<file path="config.mk">
export PLATFORM = sky130hd
export DESIGN_NAME = matrix_port_ctrl_flat
export DESIGN_NICKNAME = d
export VERILOG_FILES = /design/src/rtl/matrix_pkg.sv /design/src/rtl/matrix_port_ctrl_if.sv /design/src/rtl/matrix_port_ctrl.sv /design/src/flat_wrapper.sv
export SDC_FILE = /design/constraint.sdc
export NUM_CORES = 1
export LEC_CHECK = 0
export ABC_AREA = 1
export BUFFER_PORTS_ARGS = -buffer_cell sky130_fd_sc_hd__clkbuf_2
export CAP_MARGIN = 40
export CORE_AREA = 3 3 94 186
export CTS_BUF_LIST = sky130_fd_sc_hd__clkbuf_8
export CTS_CLUSTER_SIZE = 10
export DETAILED_ROUTE_END_ITERATION = 16
export DIE_AREA = 0 0 97 189
export PLACE_DENSITY = 0.76
export REMOVE_ABC_BUFFERS = 1
export SLEW_MARGIN = 10
export SYNTH_ARGS = -nofsm -noshare
export SYNTH_HDL_FRONTEND = slang
export SYNTH_SLANG_ARGS = --single-unit
</file>
<file path="constraint.sdc">
create_clock -name clk -period 1.5 [get_ports clk]
set_clock_uncertainty 0.15 [all_clocks]
set_input_delay 0.075 -clock clk [delete_from_list [all_inputs] [get_ports clk]]
set_output_delay 0.075 -clock clk [all_outputs]
set_load 0.005 [all_outputs]
</file>
<file path="src/rtl/matrix_pkg.sv">
// Shared types, geometry and address-split helpers for the banked matrix store initiator.
package matrix_pkg;

    localparam int ROW_W     = 10;
    localparam int COL_W     = 10;
    localparam int DATA_W    = 32;
    localparam int NUM_BANKS = 16;
    localparam int ADDR_W    = 16;
    localparam int CNT_W     = 32;
    localparam int BANK_W    = $clog2(NUM_BANKS);

    typedef enum logic [1:0] {IDLE, ACCESS, RESP} mpc_state_t;

    typedef struct packed {
        logic              write;
        logic [ROW_W-1:0]  row;
        logic [COL_W-1:0]  col;
        logic [DATA_W-1:0] wdata;
    } mat_req_t;

    // The top row bits pick the bank; the remaining row bits and the column form the in-bank address.
    function automatic logic [NUM_BANKS-1:0] bank_onehot(input logic [ROW_W-1:0] row);
        return NUM_BANKS'(1) << row[ROW_W-1 -: BANK_W];
    endfunction

    function automatic logic [ADDR_W-1:0] bank_addr(input logic [ROW_W-1:0] row,
                                                    input logic [COL_W-1:0] col);
        return {row[ROW_W-BANK_W-1:0], col};
    endfunction

endpackage

</file>
<file path="src/rtl/matrix_port_ctrl_if.sv">
// Request/response handshake bundle between the compute engine (master) and the port controller (slave).
interface matrix_port_ctrl_if;
    import matrix_pkg::*;

    logic              req_valid;
    logic              req_ready;
    logic              req_write;
    logic [ROW_W-1:0]  req_row;
    logic [COL_W-1:0]  req_col;
    logic [DATA_W-1:0] req_wdata;
    logic              rsp_valid;
    logic              rsp_ready;
    logic [DATA_W-1:0] rsp_rdata;

    modport master (
        output req_valid, req_write, req_row, req_col, req_wdata, rsp_ready,
        input  req_ready, rsp_valid, rsp_rdata
    );

    modport slave (
        input  req_valid, req_write, req_row, req_col, req_wdata, rsp_ready,
        output req_ready, rsp_valid, rsp_rdata
    );

endinterface

</file>
<file path="src/rtl/matrix_port_ctrl.sv">
// Maps row/col requests onto one-hot bank selects, bank addresses and write strobes,
// and returns captured async read data over a valid/ready response channel.
module matrix_port_ctrl
    import matrix_pkg::*;
(
    input  logic                 clk,
    input  logic                 rst_l,
    matrix_port_ctrl_if.slave    bus,
    output logic [NUM_BANKS-1:0] ram_sel,
    output logic [ADDR_W-1:0]    a,
    output logic [DATA_W-1:0]    din,
    output logic [NUM_BANKS-1:0] we,
    input  logic [DATA_W-1:0]    dout,
    output logic [CNT_W-1:0]     rd_cnt,
    output logic [CNT_W-1:0]     wr_cnt
);

    mpc_state_t state;
    logic       is_write;

    assign bus.req_ready = rst_l && (state == IDLE);

    // Bank-side signals are only ever loaded from registers, so the datapath sees no combinational path from req_*.
    always_ff @(posedge clk) begin
        if (!rst_l) begin
            state         <= IDLE;
            is_write      <= 1'b0;
            ram_sel       <= NUM_BANKS'(1);
            a             <= '0;
            din           <= '0;
            we            <= '0;
            bus.rsp_valid <= 1'b0;
            bus.rsp_rdata <= '0;
            rd_cnt        <= '0;
            wr_cnt        <= '0;
        end else begin
            case (state)
                IDLE: begin
                    if (bus.req_valid) begin
                        state    <= ACCESS;
                        is_write <= bus.req_write;
                        ram_sel  <= bank_onehot(bus.req_row);
                        a        <= bank_addr(bus.req_row, bus.req_col);
                        din      <= bus.req_wdata;
                        we       <= bus.req_write ? bank_onehot(bus.req_row) : '0;
                    end
                end
                ACCESS: begin
                    we <= '0;
                    if (is_write) begin
                        wr_cnt <= wr_cnt + CNT_W'(1);
                        state  <= IDLE;
                    end else begin
                        bus.rsp_rdata <= dout;
                        bus.rsp_valid <= 1'b1;
                        rd_cnt        <= rd_cnt + CNT_W'(1);
                        state         <= RESP;
                    end
                end
                RESP: begin
                    if (bus.rsp_ready) begin
                        bus.rsp_valid <= 1'b0;
                        state         <= IDLE;
                    end
                end
                default: state <= IDLE;
            endcase
        end
    end

endmodule

</file>
<file path="src/flat_wrapper.sv">
// flat-port wrapper written by rule: the top's interface ports become plain ports
module matrix_port_ctrl_flat import matrix_pkg::*;
  (clk, rst_l, ram_sel, a, din, we, dout, rd_cnt, wr_cnt, bus_req_valid, bus_req_write, bus_req_row, bus_req_col, bus_req_wdata, bus_rsp_ready, bus_req_ready, bus_rsp_valid, bus_rsp_rdata);
  matrix_port_ctrl_if bus_i ();
  input  logic clk;
  input  logic rst_l;
  output logic [NUM_BANKS-1:0] ram_sel;
  output logic [ADDR_W-1:0] a;
  output logic [DATA_W-1:0] din;
  output logic [NUM_BANKS-1:0] we;
  input  logic [DATA_W-1:0] dout;
  output logic [CNT_W-1:0] rd_cnt;
  output logic [CNT_W-1:0] wr_cnt;
  input wire logic [$bits(bus_i.req_valid)-1:0] bus_req_valid;
  input wire logic [$bits(bus_i.req_write)-1:0] bus_req_write;
  input wire logic [$bits(bus_i.req_row)-1:0] bus_req_row;
  input wire logic [$bits(bus_i.req_col)-1:0] bus_req_col;
  input wire logic [$bits(bus_i.req_wdata)-1:0] bus_req_wdata;
  input wire logic [$bits(bus_i.rsp_ready)-1:0] bus_rsp_ready;
  output wire logic [$bits(bus_i.req_ready)-1:0] bus_req_ready;
  output wire logic [$bits(bus_i.rsp_valid)-1:0] bus_rsp_valid;
  output wire logic [$bits(bus_i.rsp_rdata)-1:0] bus_rsp_rdata;
  assign bus_i.req_valid = bus_req_valid;
  assign bus_i.req_write = bus_req_write;
  assign bus_i.req_row = bus_req_row;
  assign bus_i.req_col = bus_req_col;
  assign bus_i.req_wdata = bus_req_wdata;
  assign bus_i.rsp_ready = bus_rsp_ready;
  assign bus_req_ready = bus_i.req_ready;
  assign bus_rsp_valid = bus_i.rsp_valid;
  assign bus_rsp_rdata = bus_i.rsp_rdata;
  matrix_port_ctrl u_core (.clk(clk), .rst_l(rst_l), .bus(bus_i), .ram_sel(ram_sel), .a(a), .din(din), .we(we), .dout(dout), .rd_cnt(rd_cnt), .wr_cnt(wr_cnt));
endmodule
</file>
Yosys cells after proc, flatten, opt, wreduce, memory -nomap -nowiden
Cells that the tools add are included.
{ "word_totals": {"elab_cells": 39, "inputBits": 89, "output_inout_bits": 178, "regBits": 180} }
{ "classes": {"n_reduce_logical": 10, "eq_ne": 5, "shift": 1, "muxes": 10, "bitwise_logic": 1, "add_sub_neg": 2} }
{ "ops": {"columns": ["cell", "n"], "rows": [
  ["$add A32 B1 Y32 const B", 2],
  ["$mux W16", 2],
  ["$pmux W16 S2", 1],
  ["$shl A1 B4 Y16 const A", 1],
  ["$reduce_and A2 Y1", 5],
  ["$mux W2", 3],
  ["$ne A2 B2 Y1 const B", 3],
  ["$pmux W2 S3", 1],
  ["$reduce_bool A2 Y1", 2],
  ["$reduce_and A3 Y1", 1],
  ["$eq A2 B1 Y1 const B", 1],
  ["$eq A2 B2 Y1 const B", 1],
  ["$logic_not A2 Y1", 1],
  ["$mux W1", 2],
  ["$pmux W1 S2", 1],
  ["$logic_and A1 B1 Y1", 1],
  ["$not A1 Y1", 1]
]} }

Longest topological paths before layout
{ "depth": {"ltp_word": 4, "depth_mapped": 9, "mapped_depth_nobuf": 9} }

Worst setup path before layout
OpenSTA, ideal clock, no wires.
{ "synth_timing": {"path_kind": "reg-to-reg", "start": "reg u_core.rd_cnt[1]", "end": "reg u_core.rd_cnt[24]", "required_ns": 1.286, "setup_ns": 0.064, "synth_period_minus_slack_ns": 1.592, "stages_incl_launch_ff": 10, "setup_slack_ns": -0.092, "n_path_buf": 0, "t_arrival_ns": 1.378, "cell_sequence": "dfxtp_1 ha_1 inv_1 nor2_1 nand2_1 nor2_1 nand3_1 o21bai_1 inv_1 nor2_1"} }
{ "synth_between": {"elab_chain_cells": 1} }
{ "synth_lines": {"columns": ["element", "line_no", "source"], "rows": [
  ["from (decl)", "matrix_port_ctrl.sv:14", "output logic [CNT_W-1:0] rd_cnt,"],
  ["from (signal assigned)", "matrix_port_ctrl.sv:56", "rd_cnt <= rd_cnt + CNT_W'(1);"],
  ["$add A32 B1 Y32", "matrix_port_ctrl.sv:56", null]
]} }
No other way between the ends.
A chain may end at the register's enable or synchronous reset.

Worst setup path in the final report
{ "layout_timing": {"start": "reg u_core.rd_cnt[1]", "end": "reg u_core.rd_cnt[14]"} }
Same word-level chain as after synthesis.

==> results_dict.tcl <==
set metrics [dict create \
    yosysSeqAreaShare_pct 47.7 \
    wirelength_um 31400 \
    cts-root-buf "clkbuf_8" \
    sw_frac_of_total_pct 28.6 \
    hold_viol_final 0 \
    rrSetupSlack_ps -150 \
    initial_core_util_pct 46.5 \
    utilization_pct 76.9 \
    grt_pass1_vias 9669 \
    path_class "register to register" \
    r2r_start "u_core.rd_cnt[1]$_SDFFE_PN0P_" \
    violations "negative setup slack" \
    wl_per_cell_um 17.6 \
    io_pins 267 \
    clkLatencyLatePin_ps 470 \
    met2_length_um 16300 \
    netlist.top_cell.by_area "dfxtp_1" \
    slowest_stage "dfxtp_4" \
    status "finished with violations" \
    fin_cells 1789 \
    fin_total_pwr_uw 10200 \
    rsz0062_at_grt "yes" \
    rows 66 \
    setup_ws_ps -152 \
    grt_overflow 0 \
    tightest_slew_ps 396 \
    io_buffers 266 \
    drc 0 \
    ir_drop_uv 768 \
    dp_hpwl_um 19100 \
    worstPathMaxFanout 5 \
    die_width_um 97 \
    drt-met1-wl_um 10300 \
    vias 9629 \
    seq_power_share_pct 49.9 \
    grt_max_degree 60 \
    synth_top_area_share_pct 47.7 \
    dieArea_mm2 0.0183 \
    end_kind "register" \
    ys_warn_count 0 \
    timing.fmax_mhz 605 \
    crit_path_start "u_core.rd_cnt[1]$_SDFFE_PN0P_" \
    antenna_found_initial 1 \
    grt_pass1_wl_um 47000 \
    min_period_ps 1650 \
    reg2regPathDepth 10 \
    drv_cap 0 \
    dr.pass1.iters 5 \
    min_path_type "input port to register" \
    min_delay_path_depth 4 \
    leakage_uw 0.00567 \
    cts.reportedPaths.clkPinSlew_ps 110 \
    synth_cell_types 33 \
    gp_congestion 0.986 \
    r2r_end "u_core.rd_cnt[14]$_SDFFE_PN0P_" \
    power_density_mw_per_mm2 814 \
    critPathMaxStageDelay_ps 390 \
    syn-cell-area_mm2 0.00756 \
    synth_area_leaders "dfxtp_1 (48%), nor2_1 (12%), nand2_1 (12%)" \
    combPwrFrac_pct 15.2 \
    critical_path.most_common_cell "nand2_1" \
    required_ps 1750 \
    numCtsBuffers 17 \
    finalSetupViolations 64 \
    viasPerCell 5.38 \
    grt_usage_pct 31.6 \
    min_to "u_core.bus.rsp_rdata[31]$_SDFFE_PN0P_" \
    path_cells "ha_4, buf_6, nand3_4, nor2_4, nand2_2, inv_4, nand3b_1, nand2_1, nand2_1, nor2_1" \
    cts_tree "done" \
    clkSinkCount 180 \
    worstSetupStartpointType "register" \
    wl_met3_um 2290 \
    nets 1662 \
    dp.cells 1643 \
    drt_iter0_markers 470 \
    ys_ff_latch 180 \
    ant_nets 0 \
    p_int_uw 7270 \
    syn_avg_cell_area_um2 7.03 \
    cp_data_arrival_time_ps 1910 \
    htree_levels 4 \
    core_mm2 0.0163 \
    cts_buffer_depth 2 \
    synthCells 1076 \
    final_max_slew_viol_count 0 \
    die_h_um 189 \
    top_layer "met4" \
    clkPwrFrac_pct 34.9 \
    tns_ps -3720 \
    worstHoldStart "dout[31]" \
    drive_gt1_share_pct 40.5 \
    fin_crit_sh_pct 110 \
    slew_headroom_pct 73.4 \
    power.switching_uw 2910 \
    hold_ws_ps 224 \
    areaGrowthSynthToFinish_pct 65.5 \
]
## placed cells by master, fill, tap and decap left out, drive strengths merged, types with 2 or more instances in the layout
master | synthesis | layout
ha | 2 | 2
nand3b | 4 | 4
nand2 | 239 | 239
clkinv | 0 | 4
inv | 76 | 84
o21ai | 76 | 76
nand4 | 19 | 19
dfxtp | 180 | 180
nor3 | 11 | 11
xor2 | 5 | 5
nor2 | 256 | 256
nand3 | 65 | 65
buf | 20 | 165
bufinv | 0 | 2
nor4 | 2 | 2
a31oi | 3 | 3
nor3b | 2 | 2
dlygate4sd3 | 0 | 90
clkbuf | 24 | 283
a22oi | 6 | 6
a21oi | 82 | 82
## cell families after synthesis
family	share of synthesized area [%]
xor gates and xnor gates	0.579
adders and majority gates	0.331
DFF	47.7
AOI/OAI and AO/OA	11.6
and+or+nand+nor	33.4
buffers and inverters	6.45
## area by class of cell
| class | instances | area, µm² |
|---|---|---|
| inverter | 76 | 298 |
| sequential | 180 | 3660 |
| antenna | 1 | 2.50 |
| fill | 1066 | 3760 |
| clock inverter | 14 | 166 |
| clock buffer | 18 | 248 |
| multi-input combinational | 776 | 4160 |
| tap | 204 | 255 |
| timing repair buffer | 520 | 3720 |
## flip-flops by register name, summed over array words and instances, names as in the netlist
| register | flops |
|---|---|
| u_core.we | 16 |
| u_core.din | 32 |
| u_core.bus.rsp_rdata | 32 |
| u_core.wr_cnt | 32 |
| u_core.ram_sel | 16 |
| u_core.is_write | 1 |
| u_core.bus.rsp_valid | 1 |
| u_core.state | 2 |
| u_core.a | 16 |
| u_core.rd_cnt | 32 |
## repair_timing
action	4_1_cts	5_1_grt
cloned	0	4
hold buffers	89	2
endpoints found under the setup margin	126	102
gates resized for setup	107	164
buffers inserted	8	12
pin swaps	36	54
endpoints found under the hold margin	149	3
## power by group through the flow
stage                     registers, µW  logic [µW]  clock network, µW
final                              5080        1550               3560
after detailed placement           5180        1070                  0
after floorplan                    5190         414                  0
after global routing               5100        1660               3760
after global placement             5170        1050                  0
after CTS                          5070        1290               3590
## synth_stat cells
cell / number
nor3_2: 1
nand2_2: 3
and2_1: 1
nand3_1: 61
inv_1: 72
a31oi_1: 3
a21oi_1: 82
nand3b_1: 3
nor2_1: 246
inv_2: 4
o21ai_1: 1
ha_1: 2
nor2_4: 5
a22oi_1: 6
dfxtp_1: 180
clkbuf_1: 24
o31ai_1: 1
buf_4: 6
buf_1: 2
nand4_1: 19
nor3b_1: 2
o21bai_1: 1
buf_2: 12
nor3_1: 10
nand3b_4: 1
o21a_1: 1
nor2_2: 5
nand2_1: 236
nand3_4: 1
nor4_1: 2
o21ai_0: 75
nand3_2: 3
xor2_1: 5
## worst max-delay path by stage
stage / to / slack, ps / cells after the start
after detailed placement: u_core.rd_cnt[22]$_SDFFE_PN0P_ / -220 / 7
after global routing: u_core.wr_cnt[25]$_SDFFE_PN0P_ / -190 / 9
final: u_core.rd_cnt[14]$_SDFFE_PN0P_ / -150 / 10
after CTS: u_core.rd_cnt[29]$_SDFFE_PN0P_ / -80 / 9
after global placement: u_core.rd_cnt[22]$_SDFFE_PN0P_ / -250 / 7
after floorplan: u_core.we[15]$_SDFFE_PN0P_ / -880 / 5
## metal layers
| metal | up-vias | GRT usage, % |
|---|---|---|
| li1 | 4445 | - |
| met1 | 4408 | 31.4 |
| met2 | 561 | 57.2 |
| met5 | - | 0 |
| met3 | 215 | 7.41 |
| met4 | 0 | 21.6 |
## worst max-delay path: cells and delay by family (launching register included)
family / cells / cell delay (ps)
AND/OR/NAND/NOR: 7 / 720
adder cells (fa/ha/maj): 1 / 140
buffers and inverters: 2 / 180
flip-flops: 1 / 390
## metrics by stage
step,instance area (µm²),setup slack [ps]
6_report,12500,-152
5_1_grt,12500,-189
4_1_cts,11800,-78.1
3_5_place_dp,10100,-221
3_3_place_gp,10100,-253
2_1_floorplan,7360,-876
(Power assumes the default switching activity.)
